### src/rtl/mips_pkg.sv
// Shared definitions for the multi-cycle MIPS datapath control: state encodings,
// opcode constants and ALU operation codes (also consumed by the ALU control block).
package mips_pkg;

    typedef enum logic [3:0] {
        S_IDLE   = 4'd0,
        S_FETCH  = 4'd1,
        S_DECODE = 4'd2,
        S_MEMADR = 4'd3,
        S_MEMRD  = 4'd4,
        S_MEMWB  = 4'd5,
        S_MEMWR  = 4'd6,
        S_EXEC   = 4'd7,
        S_ALUWB  = 4'd8,
        S_BRANCH = 4'd9,
        S_JUMP   = 4'd10,
        S_ADDIEX = 4'd11,
        S_ADDIWB = 4'd12
    } state_t;

    localparam logic [5:0] OP_RTYPE = 6'b000000;
    localparam logic [5:0] OP_LW    = 6'b100011;
    localparam logic [5:0] OP_SW    = 6'b101011;
    localparam logic [5:0] OP_BEQ   = 6'b000100;
    localparam logic [5:0] OP_J     = 6'b000010;
    localparam logic [5:0] OP_ADDI  = 6'b001000;

    localparam logic [1:0] ALU_ADD   = 2'b00;
    localparam logic [1:0] ALU_SUB   = 2'b01;
    localparam logic [1:0] ALU_FUNCT = 2'b10;

    // Dispatch target out of DECODE; unknown opcodes fall back to FETCH.
    function automatic state_t decode_target(input logic [5:0] op);
        state_t nxt;
        case (op)
            OP_RTYPE:     nxt = S_EXEC;
            OP_LW, OP_SW: nxt = S_MEMADR;
            OP_BEQ:       nxt = S_BRANCH;
            OP_J:         nxt = S_JUMP;
            OP_ADDI:      nxt = S_ADDIEX;
            default:      nxt = S_FETCH;
        endcase
        return nxt;
    endfunction

endpackage

### src/rtl/mips_mc_control.sv
// Moore control FSM for a multi-cycle MIPS datapath. Outputs decode from the
// state register; only mem_ready (FETCH writes) and opcode (illegal flag) qualify them.
module mips_mc_control
    import mips_pkg::*;
(
    input  logic       clk,
    input  logic       rst_n,
    input  logic [5:0] opcode,
    input  logic       mem_ready,
    output logic       mem_read,
    output logic       mem_write,
    output logic       i_or_d,
    output logic       ir_write,
    output logic       pc_write,
    output logic       pc_write_cond,
    output logic [1:0] pc_source,
    output logic       alu_src_a,
    output logic [1:0] alu_src_b,
    output logic [1:0] alu_op,
    output logic       reg_write,
    output logic       reg_dst,
    output logic       mem_to_reg,
    output logic       illegal_op,
    output logic [3:0] state
);

    state_t state_r;
    state_t next_s;

    assign state = state_r;

    // State register; reset parks in IDLE so every output is 0 asynchronously.
    always_ff @(posedge clk or negedge rst_n) begin
        if (!rst_n) begin
            state_r <= S_IDLE;
        end else begin
            state_r <= next_s;
        end
    end

    // Next-state and output decode.
    always_comb begin
        next_s        = S_FETCH;
        mem_read      = 1'b0;
        mem_write     = 1'b0;
        i_or_d        = 1'b0;
        ir_write      = 1'b0;
        pc_write      = 1'b0;
        pc_write_cond = 1'b0;
        pc_source     = 2'b00;
        alu_src_a     = 1'b0;
        alu_src_b     = 2'b00;
        alu_op        = ALU_ADD;
        reg_write     = 1'b0;
        reg_dst       = 1'b0;
        mem_to_reg    = 1'b0;
        illegal_op    = 1'b0;
        case (state_r)
            S_IDLE: begin
                next_s = S_FETCH;
            end
            S_FETCH: begin
                mem_read  = 1'b1;
                alu_src_b = 2'b01;
                ir_write  = mem_ready;
                pc_write  = mem_ready;
                if (mem_ready) begin
                    next_s = S_DECODE;
                end else begin
                    next_s = S_FETCH;
                end
            end
            S_DECODE: begin
                alu_src_b  = 2'b11;
                next_s     = decode_target(opcode);
                illegal_op = (next_s == S_FETCH) ? 1'b1 : 1'b0;
            end
            S_MEMADR: begin
                alu_src_a = 1'b1;
                alu_src_b = 2'b10;
                if (opcode == OP_LW) begin
                    next_s = S_MEMRD;
                end else begin
                    next_s = S_MEMWR;
                end
            end
            S_MEMRD: begin
                mem_read = 1'b1;
                i_or_d   = 1'b1;
                if (mem_ready) begin
                    next_s = S_MEMWB;
                end else begin
                    next_s = S_MEMRD;
                end
            end
            S_MEMWB: begin
                reg_write  = 1'b1;
                mem_to_reg = 1'b1;
                next_s     = S_FETCH;
            end
            S_MEMWR: begin
                mem_write = 1'b1;
                i_or_d    = 1'b1;
                if (mem_ready) begin
                    next_s = S_FETCH;
                end else begin
                    next_s = S_MEMWR;
                end
            end
            S_EXEC: begin
                alu_src_a = 1'b1;
                alu_op    = ALU_FUNCT;
                next_s    = S_ALUWB;
            end
            S_ALUWB: begin
                reg_write = 1'b1;
                reg_dst   = 1'b1;
                next_s    = S_FETCH;
            end
            S_BRANCH: begin
                alu_src_a     = 1'b1;
                alu_op        = ALU_SUB;
                pc_write_cond = 1'b1;
                pc_source     = 2'b01;
                next_s        = S_FETCH;
            end
            S_JUMP: begin
                pc_write  = 1'b1;
                pc_source = 2'b10;
                next_s    = S_FETCH;
            end
            S_ADDIEX: begin
                alu_src_a = 1'b1;
                alu_src_b = 2'b10;
                next_s    = S_ADDIWB;
            end
            S_ADDIWB: begin
                reg_write = 1'b1;
                next_s    = S_FETCH;
            end
            default: begin
                next_s = S_FETCH;
            end
        endcase
    end

endmodule

### config.mk
export PLATFORM = sky130hd
export DESIGN_NAME = mips_mc_control
export DESIGN_NICKNAME = d
export VERILOG_FILES = /design/src/rtl/mips_pkg.sv /design/src/rtl/mips_mc_control.sv
export SDC_FILE = /design/constraint.sdc
export NUM_CORES = 1
export LEC_CHECK = 0
export ABC_AREA = 1
export CAP_MARGIN = 20
export CORE_AREA = 2 2 44 46
export CTS_BUF_LIST = sky130_fd_sc_hd__clkbuf_16
export CTS_CLUSTER_SIZE = 8
export DETAILED_ROUTE_END_ITERATION = 8
export DIE_AREA = 0 0 46 48
export HOLD_SLACK_MARGIN = 0.02
export PLACE_DENSITY = 0.71
export SETUP_SLACK_MARGIN = 0.4
export SYNTH_ARGS = -nofsm -noshare
export SYNTH_HDL_FRONTEND = slang
export SYNTH_SLANG_ARGS = --single-unit
### constraint.sdc
create_clock -name clk -period 3.3 [get_ports clk]
set_input_delay 0.99 -clock clk [delete_from_list [all_inputs] [get_ports clk]]
set_output_delay 0.99 -clock clk [all_outputs]
set_load 0.01 [all_outputs]
Yosys cells after proc, flatten, opt, wreduce, memory -nomap -nowiden

Cells that the tools add are included.

Eq/ne operators: 18
Mux-type cells: 22
Reduce and logical (&&, ||, !) cells: 7

Operator list:

| operator                                                              | number |
|---|---|
| 4-bit case mux with 7 select lines                                    | 1 |
| 4-bit equality test, second input constant                            | 5 |
| 4-bit case mux with 5 select lines                                    | 1 |
| 4-bit by 3-bit equality test with 1-bit output, second input constant | 4 |
| 6-bit equality test, second input constant                            | 2 |
| 1-bit 2-to-1 mux                                                      | 12 |
| 4-bit by 1-bit equality test with 1-bit output, second input constant | 2 |
| 4-bit by 2-bit equality test with 1-bit output, second input constant | 2 |
| 2-bit case mux with 2 select lines                                    | 2 |
| 2-bit OR reduction                                                    | 4 |
| 6-bit by 2-bit equality test with 1-bit output, second input constant | 1 |
| 6-bit by 3-bit equality test with 1-bit output, second input constant | 1 |
| 6-bit by 4-bit equality test with 1-bit output, second input constant | 1 |
| 6-bit logical NOT                                                     | 1 |
| 2-bit case mux with 3 select lines                                    | 1 |
| 2-bit 2-to-1 mux                                                      | 2 |
| 4-bit 2-to-1 mux                                                      | 1 |
| 4-bit OR reduction                                                    | 1 |
| 3-bit 2-to-1 mux                                                      | 1 |
| 3-bit OR reduction                                                    | 1 |
| 1-bit case mux with 2 select lines                                    | 1 |

Bits in registers: 4
Input port bits: 9
Output and inout port bits: 21
Word-level logic and storage cells: 48

Depth between registers and ports, before layout

Gate-level depths: netlist of run 1.

Depth after elaboration: 7
Mapped depth: 8
Gate-level depth less buffers: 8

Worst setup path before layout of run 1

OpenSTA, ideal clock, no wires.

Kind: input port to output port
From: input port opcode[5]
To: output port illegal_op
Arrival: 1.507 ns
Required time: 2.310 ns
Setup slack: 0.803 ns
Stages: 6
Path buffers: 0
Cell sequence: nor2_2 nand3_1 nand2_1 inv_1 nand3_1 nor2_1

Longest elaborated chain between the ends: 7
Elaborated cells between the ends (all ways): 12
Classes of those cells: 6 x eq/ne; 4 x mux; 2 x reduce/logical

Ends and longest elaborated chain:

| element                                            | RTL line              | RTL |
|---|---|---|
| start, declared                                    | mips_mc_control.sv:8  | `input logic [5:0] opcode,` |
| 6-bit equality test                                | mips_pkg.sv:35        | `case (op)` |
| 2-bit OR reduction                                 | mips_pkg.sv:35        |  |
| 4-bit case mux with 5 select lines (*)             | mips_pkg.sv:35        |  |
| 4-bit 2-to-1 mux (*)                               | mips_mc_control.sv:58 | `case (state_r)` |
| 4-bit by 1-bit equality test with 1-bit output (*) | mips_mc_control.sv:76 | `illegal_op = (next_s == S_FETCH) ? 1'b1 : 1'b0;` |
| 1-bit 2-to-1 mux (*)                               | mips_mc_control.sv:76 |  |
| 1-bit 2-to-1 mux (*)                               | mips_mc_control.sv:58 |  |
| end, declared                                      | mips_mc_control.sv:23 | `output logic illegal_op,` |

Every way passes the cells marked *; elsewhere a longest branch is shown, timed or not. The select of a mux whose other input is x is not followed.

Worst setup path in the final report of run 1

From: input port opcode[4]
To: output port illegal_op

The elaborated chain is that of the path after synthesis.

==> results of run 1 <==
## where the power goes
group	internal (mW)	total (mW)	switching (mW)	leakage [nW]
Sequential	0.0681	0.0998	0.0317	0.0504
Clock	0.155	0.186	0.0317	0.0370
Combinational	0.208	0.444	0.236	0.391
## Yosys cell counts
| cell | n | area share, % |
|---|---|---|
| nand2_2 | 2 | 2.5 |
| nand2_4 | 1 | 2.3 |
| o22ai_1 | 1 | 1.3 |
| a21oi_1 | 1 | 1.0 |
| nor2_1 | 15 | 11 |
| nand4_1 | 3 | 3.8 |
| dfrtp_1 | 4 | 20 |
| o21ai_0 | 4 | 4.1 |
| nand3_1 | 10 | 10 |
| inv_1 | 14 | 11 |
| buf_4 | 1 | 1.5 |
| nand2_1 | 17 | 13 |
| o21ai_1 | 1 | 1.0 |
| inv_2 | 2 | 1.5 |
| nand3b_1 | 1 | 1.5 |
| nor2_4 | 4 | 9.1 |
| nor2_2 | 4 | 5.1 |
## cell type report
cell class                 count  area, µm²  area share (%)
tap                           17      21.27           2.267
clock buffer                   3      75.07           8.000
multi-input combinational     64      354.1           37.73
inverter                      16      60.06           6.400
sequential                     4      100.1           10.67
timing repair buffer          37      327.8           34.93
## path summary, 6_finish.rpt
check,to,slack (ns),depth (start not counted)
max in group asynchronous,state[0],2.17,1
hold / removal,state[0],0.75,3
setup reg to reg,state[2],2.17,5
setup / recovery,illegal_op,0.45,8
hold reg to reg,state[0],0.75,3
min in group asynchronous,state[1],0.97,1
## placed cells by master, fill, tap and decap left out, drive strengths merged
master         Yosys  final
nor2              23     23
clkdlybuf4s50      0     20
nand2             20     20
inv               16     16
nand3             10     10
buf                1     10
o21ai              5      5
clkbuf             0      5
dfrtp              4      4
nand4              3      3
clkdlybuf4s15      0      3
dlygate4sd2        0      2
a21oi              1      1
nand3b             1      1
o22ai              1      1
## cells by family after synthesis
kind of cell           after synthesis
and+or+nand+nor                     57
buffers and inverters               17
AOI/OAI and AO/OA                    7
DFF                                  4
## worst register-to-register path: stages, from the launching register on
cell and delay [ns]:
dfrtp_1 0.44, nor2_4 0.18, inv_1 0.11, nor2_4 0.13, nand4_1 0.11, nand4_1 0.09
## stage by stage
stage | std cells | hold slack (ns)
global placement | 135 | 0.7325
finish | 141 | 0.7477
global route | 141 | 0.8000
floorplan | 85 | 0.6944
detailed placement | 135 | 0.7398
CTS | 140 | 0.7435
## routing by layer
layer | up-vias | share of wire, %
met3 | 0 | 4.9
li1 | 350 | -
met4 | 0 | 0
met2 | 21 | 57
met1 | 311 | 38
met5 | - | 0
## repair_timing
action / 4_1_cts / 5_1_grt
setup buffers: 2 / 1
hold endpoints to repair: 0 / 0
pin swaps: 1 / 5
endpoints found under the setup margin: 3 / 2
gates resized for setup: 19 / 11
==> impl_metrics.json, run 1 <==
{
  "criticalPathCategory": "input port to output port",
  "dieArea_mm2": 0.002208,
  "worst_slack_ns": 0.4470,
  "synth_cell_types": 17,
  "crit_fanout": 4,
  "place_ws_ns": -0.2161,
  "timing.critical_path.mode_cell": "nand3_1",
  "leakage_nw": 0.4789,
  "cts_tree": "done",
  "clkTransAtPathRegs_ns": 0.03,
  "grt-busiest-layer": "met2",
  "holdCritPathClass": "flop to flop",
  "crit_start": "opcode[4]",
  "crit_buf_inv": 3,
  "min_period_ns": 2.853,
  "worstReg2RegStart": "state[2]",
  "ir_drop_mv": 0.2683,
  "maxCapViolCount": 0,
  "synth_cells": 85,
  "grt_max_degree": 6,
  "core_area_mm2": 0.001689,
  "fmax_ghz": 0.3505,
  "cp-end-kind": "output port",
  "yosysWarnings": 0,
  "syn_area_um2": 494.2,
  "synthSimpleGateAreaFrac_pct": 58.73,
  "period_share_pct": 86.45,
  "die-width_um": 46,
  "hold_viol_final": 0,
  "cp_slowest_cell": "dlygate4sd2_1",
  "synth_fa_ha_area_share_pct": 0,
  "cellPowerDensity_mw_per_mm2": 778.0,
  "antenna_cells": 0,
  "ios": 30,
  "crit_chain": "dlygate4sd2_1 > nor2_4 > nand3_1 > nand2_2 > inv_1 > nand3_1 > nor2_1 > buf_2",
  "maxSlewViolCount": 0,
  "fin_tns_setup_ns": 0,
  "hpwl_um": 1176,
  "required_ns": 2.31,
  "areaGrowthSynthToFinish_pct": 89.87,
  "port_buffers": 29,
  "crit_path_max_incr_delay_ns": 0.27,
  "ys_seq_area_share_pct": 20.25,
  "worstHoldStart": "state[0]",
  "cts_sinks": 4,
  "cts_made_buffers": 3,
  "vias_per_cell": 4.837,
  "synth_compound_area_share_pct": 7.342,
  "worstSetupStartpointType": "input port",
  "via_count": 682,
  "cts_hold_buf": 0,
  "die_h_um": 48,
  "antenna_found_initial": 0,
  "synthMuxAreaShare_pct": 0,
  "fin_nets": 135,
  "ant_nets": 0,
  "route.detailed.drc": 0,
  "start_util_pct": 29.26,
  "grt_overflow": 0,
  "use_met1_pct": 15.28,
  "routed_wl_um": 1522,
  "cts_max_path_buffers": 2,
  "grtUsageMet2_pct": 28.89,
  "rsz0062_at_grt": "yes",
  "setup-violations-final": 0,
  "run_status": "completed",
  "first_global_vias": 603,
  "synth_top_family_by_area": "simple AND/OR/NAND/NOR gates",
  "htree_num_levels": 1,
  "post-route-util_pct": 55.56,
  "insertion_delay_ns": 0.22,
  "grt_first_pass_wirelength_um": 2325,
  "drt-wirelength-per-cell_um": 10.79,
  "drive_gt1_share_pct": 27.42,
  "avgSynthCellArea_um2": 5.814,
  "ys_ff_latch": 4,
  "synthXorXnorAreaFrac_pct": 0,
  "grt.total_usage_pct": 14.79,
  "largest_register_ffs": 4,
  "met3_usage_pct": 2.264,
  "gp_congestion": 0.9084,
  "clock_skew_ns": 0.001540,
  "rows": 15,
  "cp_top_family": "buffers and inverters",
  "relSlewSlack_pct": 82.46,
  "placed_cell_area_um2": 835.8,
  "drt_iter0_markers": 4,
  "root_buffer": "clkbuf_16",
  "nFillCells": 168,
  "worstMarginPinSlew_ns": 0.2613,
  "arrival_ns": 1.86,
  "final_cell_area_um2": 938.4,
  "total_power_mw": 0.7301,
  "dr.pass1.iters": 4,
  "syn_nets": 94
}
(Power assumes the default switching activity.)
==> run 2: changes to the inputs <==
ABC_AREA = unset   (was 1)
CORE_AREA = 2 2 45 47   (was 2 2 44 46)
DIE_AREA = 0 0 47 49   (was 0 0 46 48)
PLACE_DENSITY = 0.7   (was 0.71)
==> run 2 against run 1 <==
Against the previous run: final cell count is 3.5% lower; global-route usage is 3.3 points higher; non-clock buffer count is 5 higher; count of clock-buffer cells in the layout stayed put; fmax is 0.13% higher; wire length is 12% higher; sequential power is 24% lower; core utilization is 2.6 points lower; total power is 5.3% higher; sequential cell count stayed put; first-iteration DRC count grew to 5.0 times the previous value; register-to-register slack worse by 0.45 ns.
==> impl_metrics.json, run 2 <==
{
  "run_status": "completed",
  "maxSlewViolCount": 0,
  "synth.most_common_cell": "nor3_1",
  "syn_area_um2": 518.0,
  "ys_seq_area_share_pct": 19.32,
  "grt_max_degree": 19,
  "total_power_mw": 0.7688,
  "ant_nets": 0,
  "grt.total_usage_pct": 18.13,
  "grt_first_pass_wirelength_um": 2987,
  "largest_register_ffs": 4,
  "worstMarginPinSlew_ns": 0.2930,
  "async_flop_share_pct": 100.0,
  "root_buffer": "clkbuf_16",
  "fin_nets": 120,
  "ios": 30,
  "port_buffers": 29,
  "place_ws_ns": -0.3102,
  "drt_iter0_markers": 20,
  "synth_area_leader_cell": "dfrtp_1",
  "criticalPathCategory": "input port to output port",
  "antenna_cells": 0,
  "arrival_ns": 1.86,
  "nFillCells": 185,
  "regArea_um2": 100.1,
  "worst_slack_ns": 0.4508,
  "gp_congestion": 0.8009,
  "worstReg2RegStart": "state[2]",
  "yosys_most_used_dff": "dfrtp_1",
  "rows": 16,
  "min_period_ns": 2.849,
  "routed_wl_um": 1711,
  "period_share_pct": 86.34,
  "clkTransAtPathRegs_ns": 0.03,
  "synth_common_cells": "8 x nor3_1, 7 x nor2_1, 5 x nand2_1",
  "placed_cell_area_um2": 890.9,
  "first_global_vias": 673,
  "multi_input_area_um2": 397.9,
  "maxCapViolCount": 0,
  "yosys.area.top_type_share_pct": 19.32,
  "crit_fanout": 3,
  "core_area_mm2": 0.001842,
  "final_common_cell": "clkdlybuf4s50_1",
  "cts_sinks": 4,
  "synth_cell_types": 34,
  "ys_ff_latch": 4,
  "yosysWarnings": 0,
  "rsz0062_at_grt": "yes",
  "relSlewSlack_pct": 80.22,
  "die_h_um": 49,
  "via_count": 686,
  "reg2reg_slack_ns": 1.72,
  "vias_per_cell": 5.044,
  "r2r-end": "state[2]",
  "cp-end-kind": "output port",
  "hold_depth": 2,
  "worstHoldStart": "state[2]",
  "antenna_found_initial": 0,
  "leakage_nw": 0.3782,
  "synth_cells": 70,
  "drive_gt1_share_pct": 28.44,
  "setup-violations-final": 0,
  "grt_overflow": 0,
  "r2r_cells": 4,
  "cellPowerDensity_mw_per_mm2": 787.7,
  "dr.pass1.iters": 4,
  "syn_nets": 79,
  "hpwl_um": 1228,
  "areaGrowthSynthToFinish_pct": 88.41,
  "drt-wirelength-per-cell_um": 12.58,
  "cts_tree": "done",
  "start_util_pct": 28.13,
  "clock_skew_ns": 0.002025,
  "mostFrequentLayoutCells": "20 x clkdlybuf4s50_1, 12 x buf_4, 7 x nor2_1, 7 x nor3_1, 5 x nand2_1",
  "worstSetupStartpointType": "input port",
  "avgSynthCellArea_um2": 7.400,
  "required_ns": 2.31,
  "insertion_delay_ns": 0.23,
  "htree_num_levels": 1,
  "route.detailed.drc": 0,
  "die-width_um": 47,
  "ir_drop_mv": 0.2579,
  "holdPathEnd": "state[3]",
  "dieArea_mm2": 0.002303,
  "holdWs_ns": 0.5732,
  "hold_viol_final": 0,
  "fmax_ghz": 0.3510,
  "yosys-top-cells-area": "dfrtp_1 19%, nor3_1 7.7%, nor2_1 5.1%",
  "final_cell_area_um2": 975.9,
  "synth_edf_count": 0,
  "cts_max_path_buffers": 2,
  "holdCritPathClass": "flop to flop",
  "cts_made_buffers": 3
}
-- run 2: cell count changes in the layout (fill, tap and decap cells not counted), moves of 3 or more --
cell	before	now
buf_4	8	12
nand2b_1	0	4
nand3_1	8	4
nand4_1	3	0
inv_1	13	2
inv_2	3	0
nor2_1	13	7
nand2_1	16	5
xnor2_1	0	3
nor3_1	0	7
nand2_2	3	0
nor2_2	4	0
nor2_4	6	0
-- run 2: worst max-delay path by stage --
stage                 endpoint  slack [ns]  cells after the start  startpoint
global placement    illegal_op       -0.23                      5   opcode[3]
floorplan           illegal_op        0.68                      3   opcode[3]
finish              illegal_op        0.45                      5   opcode[0]
detailed placement  illegal_op       -0.31                      5   opcode[3]
CTS                 illegal_op        0.38                      5   opcode[5]
global route        illegal_op        0.38                      5   opcode[0]
-- run 2: routing by layer --
metal	vias up	wire length, µm	GRT usage, %
li1	340	-	-
met1	309	650	20.36
met2	31	932	29.00
met3	6	87	5.185
met4	0	40	10.65
met5	-	0	0
-- run 2: layout make-up --
| cell class | instances | area share, % |
|---|---|---|
| multi-input cells | 58 | 40.77 |
| repair buffers | 42 | 37.05 |
| flip-flops and latches | 4 | 10.26 |
| clock buffers | 3 | 7.692 |
| well taps | 27 | 3.462 |
| inverters | 2 | 0.7692 |
-- run 2: kinds of logic after synthesis --
logic type	after synthesis	synth area share [%]
AOI/OAI and AO/OA	16	24.64
DFF	4	19.32
xor gates and xnor gates	4	6.765
buffers and inverters	8	7.969
and+or+nand+nor	38	41.31
-- run 2: through the flow --
| step | setup TNS (ns) | cells | util (%) |
|---|---|---|---|
| finish | 0 | 136 | 52.99 |
| global route | 0 | 136 | 52.99 |
| CTS | 0 | 135 | 52.51 |
| detailed placement | -0.3102 | 131 | 48.37 |
| global placement | -0.2305 | 131 | 48.37 |
| floorplan | 0 | 70 | - |
-- run 2: repair_timing --
item	in CTS	in global routing
setup endpoints to repair	3	3
buffers inserted	1	1
endpoints found under the hold margin	0	0
pin swaps	5	5
resized for setup	29	7
hold buffers	0	0
-- run 2: critical path, stage by stage --
cell and delay [ns]:
buf_2 0.12, a211o_4 0.31, a211oi_2 0.23, nor3_1 0.07
buf_2 0.14
-- run 2: power breakdown --
part,internal [mW],switching [mW],total [mW]
Sequential,0.0678,0.00776,0.0756
Combinational,0.251,0.253,0.504
Clock,0.155,0.0344,0.189
Total,0.474,0.295,0.769
==> run 3: changes to the inputs <==
PLACE_DENSITY = unset   (was 0.7)
==> run 3 against run 2 <==
Against the previous run: die area is the same; total power grew 1.3%; via count shrank 0.58%; worst setup slack lost 0.017 ns; critical endpoint unchanged.
==> impl_metrics.json, run 3 (synthesis results as in run 2) <==
{
  "areaGrowthSynthToFinish_pct": 90.82,
  "via_count": 682,
  "routed_wl_um": 1697,
  "crit_path_max_incr_delay_ns": 0.35,
  "r2r_cells": 4,
  "setup-violations-final": 0,
  "htree_num_levels": 1,
  "crit_fanout": 3,
  "cts_tree": "done",
  "criticalPathCategory": "input port to output port",
  "port_buffers": 29,
  "clock_skew_ns": 0.002639,
  "ant_nets": 0,
  "stdcell_count": 137,
  "first_global_vias": 658,
  "final_common_cell": "clkdlybuf4s50_1",
  "largest_register_ffs": 4,
  "arrival_ns": 1.88,
  "hpwl_um": 1266,
  "antenna_found_initial": 0,
  "reg2reg_slack_ns": 1.76,
  "final_cell_area_um2": 988.4,
  "rows": 16,
  "maxSlewViolCount": 0,
  "grt_max_degree": 19,
  "ir_drop_mv": 0.3300,
  "rsz0062_at_grt": "yes",
  "cellPowerDensity_mw_per_mm2": 787.8,
  "grt_overflow": 0,
  "crit_chain": "clkbuf_2 > a211o_2 > a211oi_2 > nor3_2 > buf_2",
  "relSlewSlack_pct": 79.49,
  "placed_cell_area_um2": 898.4,
  "r2r-end": "state[2]",
  "holdPathEnd": "state[3]",
  "cts_made_buffers": 3,
  "dr.pass1.iters": 4,
  "worstSetupStartpointType": "input port",
  "grt_first_pass_wirelength_um": 2835,
  "required_ns": 2.31,
  "cp-end-kind": "output port",
  "gp_congestion": 0.7710,
  "run_status": "completed",
  "insertion_delay_ns": 0.23,
  "vias_per_cell": 4.978,
  "holdCritPathClass": "flop to flop",
  "mostFrequentLayoutCells": "19 x clkdlybuf4s50_1, 14 x buf_4, 7 x nor2_1",
  "place_inst": 132,
  "worstHoldStart": "state[0]",
  "cp_slowest_cell": "a211o_2",
  "antenna_cells": 0,
  "period_share_pct": 86.84,
  "die_h_um": 49,
  "ios": 30,
  "leakage_nw": 0.3951,
  "hold_viol_final": 0,
  "maxCapViolCount": 0,
  "drt_iter0_markers": 10,
  "die-width_um": 47,
  "holdWs_ns": 0.5806,
  "worstReg2RegStart": "state[2]",
  "route.detailed.drc": 0,
  "place_ws_ns": -0.2584,
  "fmax_ghz": 0.3490,
  "core_area_mm2": 0.001842,
  "fin_nets": 121,
  "grt.total_usage_pct": 16.44,
  "post-route-util_pct": 53.67,
  "hold_depth": 2,
  "start_util_pct": 28.13,
  "worstMarginPinSlew_ns": 0.3038,
  "drt-wirelength-per-cell_um": 12.39,
  "cts_max_path_buffers": 2,
  "drive_gt1_share_pct": 32.73,
  "fin_tns_setup_ns": 0,
  "root_buffer": "clkbuf_16",
  "clkTransAtPathRegs_ns": 0.03,
  "min_period_ns": 2.866,
  "cts_sinks": 4,
  "worst_slack_ns": 0.4343,
  "total_power_mw": 0.7787,
  "dieArea_mm2": 0.002303
}
## run 3: changes by cell type in the layout (fill, tap and decap cells not counted), moves of 2 or more
cell    previous run  this run
buf_4             12        14
buf_6              2         0
nor3_1             7         5
nor3_2             1         3
## run 3: how the worst max path moves through the flow
| stage | depth (start not counted) | start | endpoint |
|---|---|---|---|
| after floorplan | 3 | opcode[3] | illegal_op |
| after global placement | 5 | opcode[3] | illegal_op |
| after detailed placement | 5 | opcode[0] | illegal_op |
| after CTS | 5 | opcode[0] | illegal_op |
| after global routing | 5 | opcode[1] | illegal_op |
| final | 5 | opcode[1] | illegal_op |
## run 3: final cells by class
cell class                 count  area, µm²
multi-input combinational     58      409.1
timing repair buffer          43      362.8
inverter                       2      7.507
sequential                     4      100.1
fill                         184      853.3
clock buffer                   3      75.07
tap                           27      33.78
## run 3: where the power goes
| group | total [mW] | leakage, nW | internal (mW) | switching [mW] |
|---|---|---|---|---|
| logic | 0.512 | 0.308 | 0.255 | 0.257 |
| registers | 0.0756 | 0.0506 | 0.0678 | 0.00775 |
| clock network | 0.191 | 0.0370 | 0.155 | 0.0358 |
## run 3: repair_timing
| item | 4_1_cts | 5_1_grt |
|---|---|---|
| setup buffers | 1 | 1 |
| hold buffers | 0 | 0 |
| gates resized for setup | 29 | 7 |
| setup endpoints to repair | 3 | 4 |
| pin swaps | 5 | 4 |
| gates cloned | 0 | 0 |
## run 3: critical path, delay by kind of cell
family	cells	cell delay, ns
compound gates	2	0.59
buf+inv	2	0.24
simple gates	1	0.06
## run 3: routing by layer
layer | vias to the layer above | GRT usage [%] | part of all wire, % | routed length, µm
li1 | 341 | - | - | -
met1 | 323 | 19.77 | 42 | 715
met2 | 14 | 27.85 | 54 | 917
met3 | 4 | 1.111 | 2.1 | 36
met4 | 0 | 8.333 | 1.6 | 27
met5 | - | 0 | 0 | 0
